--- config.mk ---
export PLATFORM = sky130hd
export DESIGN_NAME = countdown_timer
export DESIGN_NICKNAME = d
export VERILOG_FILES = /design/src/rtl/timer_pkg.sv /design/src/rtl/countdown_timer.sv
export SDC_FILE = /design/constraint.sdc
export NUM_CORES = 1
export LEC_CHECK = 0
export CORE_MARGIN = 4
export CORE_UTILIZATION = 45
export DETAILED_ROUTE_END_ITERATION = 6
export DONT_BUFFER_PORTS = 1
export PLACE_DENSITY = 0.56
export SLEW_MARGIN = 20
export SYNTH_ARGS = -nofsm -noshare
export SYNTH_HDL_FRONTEND = slang
export SYNTH_SLANG_ARGS = --single-unit
--- constraint.sdc ---
create_clock -name clk -period 3 [get_ports clk]
set_clock_uncertainty 0.05 [all_clocks]
set_input_delay 0.6 -clock clk [delete_from_list [all_inputs] [get_ports clk]]
set_output_delay 0.6 -clock clk [all_outputs]
set_load 0.05 [all_outputs]
--- src/rtl/timer_pkg.sv ---
// Shared constants and state encoding for the countdown timer peripheral.
package timer_pkg;
  localparam int DEF_WIDTH = 32;

  typedef enum logic [1:0] {
    ST_IDLE = 2'd0,
    ST_RUN  = 2'd1,
    ST_DONE = 2'd2
  } state_e;
endpackage

--- src/rtl/countdown_timer.sv ---
// Programmable down-counter with one-shot/auto-reload modes and a sticky
// expiry interrupt plus an overrun (missed) flag.
module countdown_timer
  import timer_pkg::*;
#(
  parameter int WIDTH = DEF_WIDTH
) (
  input  logic             clk,
  input  logic             rst_n,
  input  logic             load,
  input  logic [WIDTH-1:0] load_value,
  input  logic             auto_reload,
  input  logic             enable,
  input  logic             tick,
  input  logic             irq_ack,
  output logic [WIDTH-1:0] count_out,
  output logic             irq,
  output logic             missed,
  output logic             running
);

  state_e           state_q, state_d;
  logic [WIDTH-1:0] count_q, count_d;
  logic [WIDTH-1:0] reload_q, reload_d;
  logic             irq_q, irq_d;
  logic             missed_q, missed_d;

  logic dec, expire, set_irq;

  assign dec     = (state_q == ST_RUN) && enable && tick;
  assign expire  = dec && (count_q == WIDTH'(1));
  // A load in the expiry cycle pre-empts the expiry entirely.
  assign set_irq = expire && !load;

  always_comb begin
    state_d  = state_q;
    count_d  = count_q;
    reload_d = reload_q;
    if (load) begin
      count_d  = load_value;
      reload_d = load_value;
      state_d  = (load_value != '0) ? ST_RUN : ST_IDLE;
    end else if (dec) begin
      if (count_q == WIDTH'(1)) begin
        if (auto_reload) begin
          count_d = reload_q;
        end else begin
          count_d = '0;
          state_d = ST_DONE;
        end
      end else begin
        count_d = count_q - WIDTH'(1);
      end
    end
  end

  // Set beats acknowledge; an ack alongside an expiry also suppresses missed.
  always_comb begin
    irq_d    = irq_q;
    missed_d = missed_q;
    if (set_irq)      irq_d = 1'b1;
    else if (irq_ack) irq_d = 1'b0;
    if (irq_ack)                missed_d = 1'b0;
    else if (set_irq && irq_q)  missed_d = 1'b1;
  end

  always_ff @(posedge clk or negedge rst_n) begin
    if (!rst_n) begin
      state_q  <= ST_IDLE;
      count_q  <= '0;
      reload_q <= '0;
      irq_q    <= 1'b0;
      missed_q <= 1'b0;
    end else begin
      state_q  <= state_d;
      count_q  <= count_d;
      reload_q <= reload_d;
      irq_q    <= irq_d;
      missed_q <= missed_d;
    end
  end

  assign count_out = count_q;
  assign irq       = irq_q;
  assign missed    = missed_q;
  assign running   = (state_q == ST_RUN);

endmodule

### After elaboration in Yosys (flattened, before gate mapping)

Cells that the tools add are included.

* register bits after elaboration: 68
* latch bits: 0
* bits in writable memories: 0
* ROM bits: 0
* bits of input ports: 39
* logic and storage cells: 34
* memories: 0

* $add $sub $neg: 1
* multipliers: 0
* div/mod/pow operators: 0
* magnitude comparators: 0
* eq/ne operators: 3
* shift operators: 0
* muxes and demuxes: 13
* bitwise logic cells: 0
* reductions and logical operators: 12

Operators by type and width (count)
* $mux 32: 4
* $eq 32x1->1 const B: 1
* $reduce_bool 32->1: 1
* $sub 32x1->32 const B: 1
* $mux 2: 4
* $reduce_bool 2->1: 4
* $logic_and 1x1->1: 5
* $mux 1: 5
* $reduce_and 3->1: 1
* $eq 2x1->1 const B: 1
* $ne 2x2->1 const B: 1
* $logic_not 1->1: 1

### Longest topological paths before layout

* depth in word-level cells: 8
* gate-level depth with buffers: 9
* depth with buffers taken out: 8

### Worst setup path before layout

OpenSTA, ideal clock, no wires.

* path kind: reg-to-reg
* start point: register state_q[1]
* end point: register count_q[13] (netlist: count_out[13])
* arrival time: 2.399 ns
* slack: 0.431 ns
* stages on the path, launching flop included: 8
* clock period less this slack: 2.569 ns
* cell sequence: dfrtp_1 -> nor2b_1 -> nand3_1 -> nor2_1 -> clkbuf_1 -> nand3_1 -> a22o_1 -> o211a_1

* longest elaborated chain between the ends: 4

RTL lines
* start: declaration: line countdown_timer.sv:22 `state_e state_q, state_d;`
* start signal: assignment: line countdown_timer.sv:75 `state_q <= state_d;`
* $eq 2x1->1
* named net running: line countdown_timer.sv:19 `output logic running`
* $logic_and 1x1->1 (2 in series): line countdown_timer.sv:30 `assign dec = (state_q == ST_RUN) && enable && tick;`
* $reduce_bool 2->1 (no source line)
* end signal: assignment: line countdown_timer.sv:76 `count_q <= count_d;`
* end: declaration: line countdown_timer.sv:23 `logic [WIDTH-1:0] count_q, count_d;`

The timed path passes the listed nets, and every way through them passes these cells.
A chain may end at the register's enable or synchronous reset.

### Final worst setup path

* start point: register count_q[1] (netlist: count_out[1])
* end point: register count_q[10] (netlist: count_out[10])

* longest elaborated chain between the ends: 4
* elaborated cells on any way between the ends: 5
* those cells by class: add/sub: 1; eq/ne: 1; mux: 3

RTL lines
* $sub 32x1->32 or $eq 32x1->1 (tied branches): line countdown_timer.sv:52, countdown_timer.sv:44
* $mux 32 (*): line countdown_timer.sv:44 `if (count_q == WIDTH'(1)) begin`
* $mux 32 (*): line countdown_timer.sv:43 `end else if (dec) begin`
* $mux 32 (*): line countdown_timer.sv:39 `if (load) begin`

Mark *: on every way between the ends. The rest lies on a longest branch, timed or not. The select of a mux whose other input is x is not followed.

==> impl_summary.md <==
Cells and area
The fraction of final layout cells with drive strength greater than 1 is 0.195. In the layout the commonest cells are dfrtp_1, nand2_1, buf_4. The most common cell after layout, fill and taps aside is dfrtp_1. The synthesis-to-layout area growth is 15.5%. The final layout contains 522 nets.

The post-route cell area is approximately 4600 sq um. The total inserted antenna cells is 0.

Route
The mean number of vias per cell is 6.29. The total iterations of the first detailed-routing run is 5. The mean routed wirelength per cell is 23.6 microns. The detailed router finished its first iteration with ~290 violations.

The number of remaining DRC errors is 0. The total wire length after detailed routing is 14000 microns. The count of nets left with antenna violations once routing finished came out at 0. The via count is 3736.

Setup path
The startpoint type of the worst setup path is a flop. Traced cell by cell, the critical path runs through inv_1, ha_1, nor3b_1, nand3_1, nor3_2, buf_4, a31oi_1, a2bb2oi_1, o22a_1. The worst setup path is of the flop to flop kind. The worst-case register-to-register setup slack is around 0.31 ns.

Together, buffers and inverters on the worst path number 2. The most critical setup path has its startpoint at count_out[1]. In this run the critical register-to-register path is captured at count_out[10]. The worst reg-to-reg path cell count is 9. The worst path arrival time is 2.88 ns. Data on the critical path is required at its endpoint by around 3.2 ns. The longest individual stage delay on the worst path is about 0.54 ns. The biggest fanout along the worst timing path is 16. On the critical path, the stage with the largest delay is an instance of nor3_2. The endpoint class of the critical path is a flop. In this run the critical register-to-register path is launched from count_out[1].

The cell family contributing the most delay on the critical path is simple AND/OR/NAND/NOR gates. The number of cells on the critical path is 9.

Floorplan
74 I/O pins were placed. The die width is about 100 microns. The die is 102 microns tall.

The area of the core is between 8000 and 9000 sq um. The site row count is 34. The die footprint is 10500 sq um. For this configuration, the core starts out at a cell density of 0.461.

GRT
The via count of the first global-routing pass is 3541. The aggregate global routing overflow is 0. The first global-routing pass estimated 21400 microns of wire.

The overall fraction of global-route tracks in use is 0.278. The initial antenna violation count is 0. Entering global routing, the biggest net connects 76 pins.

Synth
The prevailing post-synth register cell is dfrtp_1. After synthesis the netlist holds a flip-flop and latch count of 68. The synthesized netlist cell count is 445. The number of nets produced by synthesis is 486. The cell area that synthesis handed to floorplanning was 4000 sq um. The number of distinct library cells after synthesis is 64.

Each instance of the synthesized netlist takes up on average 9.00 sq um. The number of synthesized flops with an enable pin is 0. The Yosys step of the flow raised 0 warnings. For this run, asynchronously set or reset flops after synthesis account for 1.00. The share of the yosys chip area belonging to registers is 0.425.

STA
The number of max-slew violations in the final report is 0. Setup violations remaining at the end of the flow were counted as 0. Of the available clock period, the critical path in the final layout requires 0.897. Measured against its own limit, the worst slew margin works out to 0.360. Setup repair after global routing left no endpoint under its margin. For the pin with the worst max-slew slack, the measured transition is between 0.9 and 1 ns. The routed design could run at a clock period as short as between 2 and 3 ns. The number of endpoints with negative hold slack in the final report is 0.

After routing, the total negative slack on setup checks comes to 0 ns. The achievable frequency is 371 MHz. Once routing completed, OpenROAD measured the worst setup slack at between 0.3 and 0.4 ns.

Outcome
The run finished with clean final reports.

Placement
Detailed placement finished with a half-perimeter wire length of 10200 microns. The count of buffers from port buffering is 0. Routability-driven placement finished with a final weighted congestion of between 1 and 1.5. The pre-CTS setup slack is 0.313 ns. The instance area after placement is ~4400 sq um.

Hold path
The worst hold path belongs to the class input pin to async pin.

Clocking
Clock tree synthesis inserted a total of 9 buffers. The later pin in the worst-skew pair is clocked with a latency of 0.35 ns. Clock-pin slew was measured on the worst setup and hold paths at 0.08 ns. The root buffer selected by CTS is clkbuf_8.

The H-tree depth reported by CTS is 3. The TritonCTS clock tree is built. The maximum clock insertion buffer count is 2. The clock drives 68 sinks.

Flow run
The number of maximum-capacitance constraint violations is 0.

Pwr
IR analysis of the VDD net gives a maximum drop of 266 uV. The total power density per cell area is around 550 nW/um^2. In this run the static leakage power is 0.00190 uW.
==> logic make-up after synthesis <==
logic type                 after synthesis  share of synthesized area
DFF                                     68                      0.425
muxes                                   20                     0.0556
buffers and inverters                   44                     0.0453
and+or+nand+nor                        178                      0.240
AOI/OAI and AO/OA                      127                      0.215
adders and majority gates                2                    0.00625
xor gates and xnor gates                 6                     0.0131
==> layer usage <==
metal | global-route usage | vias up | share of wire
li1 | - | 1726 | -
met1 | 0.412 | 1832 | 0.45
met2 | 0.411 | 155 | 0.45
met3 | 0.0587 | 23 | 0.082
met4 | 0.0777 | 0 | 0.018
met5 | 0 | - | 0
==> flip-flops by register name (all words and copies together) (netlist names) <==
name       count
count_out     32
irq            1
missed         1
reload_q      32
state_q        2
==> worst register-to-register path, delay by kind of cell (launching register included) <==
kind                       cells  cell delay [ns]
buffers and inverters          2             0.42
and+or+nand+nor                3             1.14
DFF                            1             0.38
adders and majority gates      1             0.22
AOI/OAI and AO/OA              3             0.37
==> Yosys cell counts, drive strengths merged (4+ instances only) <==
cell type | count | area share
nand2 | 52 | 0.049
clkbuf | 14 | 0.013
mux2 | 18 | 0.051
nor4 | 22 | 0.052
nor2 | 37 | 0.035
a31oi | 19 | 0.030
buf | 10 | 0.013
a22oi | 11 | 0.021
a21oi | 18 | 0.023
nand4 | 8 | 0.014
inv | 20 | 0.019
nand3 | 18 | 0.023
xor2 | 4 | 0.0087
or3 | 6 | 0.0094
nor3 | 15 | 0.020
o21ai | 33 | 0.041
and3 | 4 | 0.0062
o41ai | 4 | 0.0087
dfrtp | 68 | 0.42
==> where the power goes <==
| group | internal (uW) | switching [uW] | leakage [uW] |
|---|---|---|---|
| Combinational | 213 | 447 | 0.000990 |
| Clock | 431 | 368 | 0.0000959 |
| Sequential | 1010 | 85.3 | 0.000817 |
| Total | 1650 | 901 | 0.00190 |
==> how the worst max path moves through the flow <==
stage,endpoint,slack (ns)
4_1_cts,count_out[7],0.30
6_report,count_out[10],0.31
3_3_place_gp,count_out[7],0.34
5_1_grt,count_out[7],0.08
3_5_place_dp,count_out[7],0.31
2_1_floorplan,count_out[13],0.43
==> timing repair <==
item                      4_1_cts  5_1_grt
hold buffers                    1        0
gates resized for setup         0        0
buffers inserted                0        0
hold endpoints to repair       68        0
==> stage by stage <==
step	hold WS, ns	total power (uW)	utilization	cells
after floorplan	0.254	1560	-	445
after global placement	0.256	1740	0.506	577
after detailed placement	0.256	1750	0.506	577
after CTS	0.0831	2570	0.533	594
after global routing	0.0974	2670	0.533	594
final	0.0596	2550	0.533	594
==> area by class of cell <==
type	count	area [sq um]
Fill cell	830	4050
Multi-Input combinational cell	333	2120
Sequential cell	68	1700
Timing Repair Buffer	49	388
Clock buffer	13	159
Tap cell	108	135
Inverter	20	75.1
Clock inverter	3	45.0
Power figures use the tool's default switching activity.
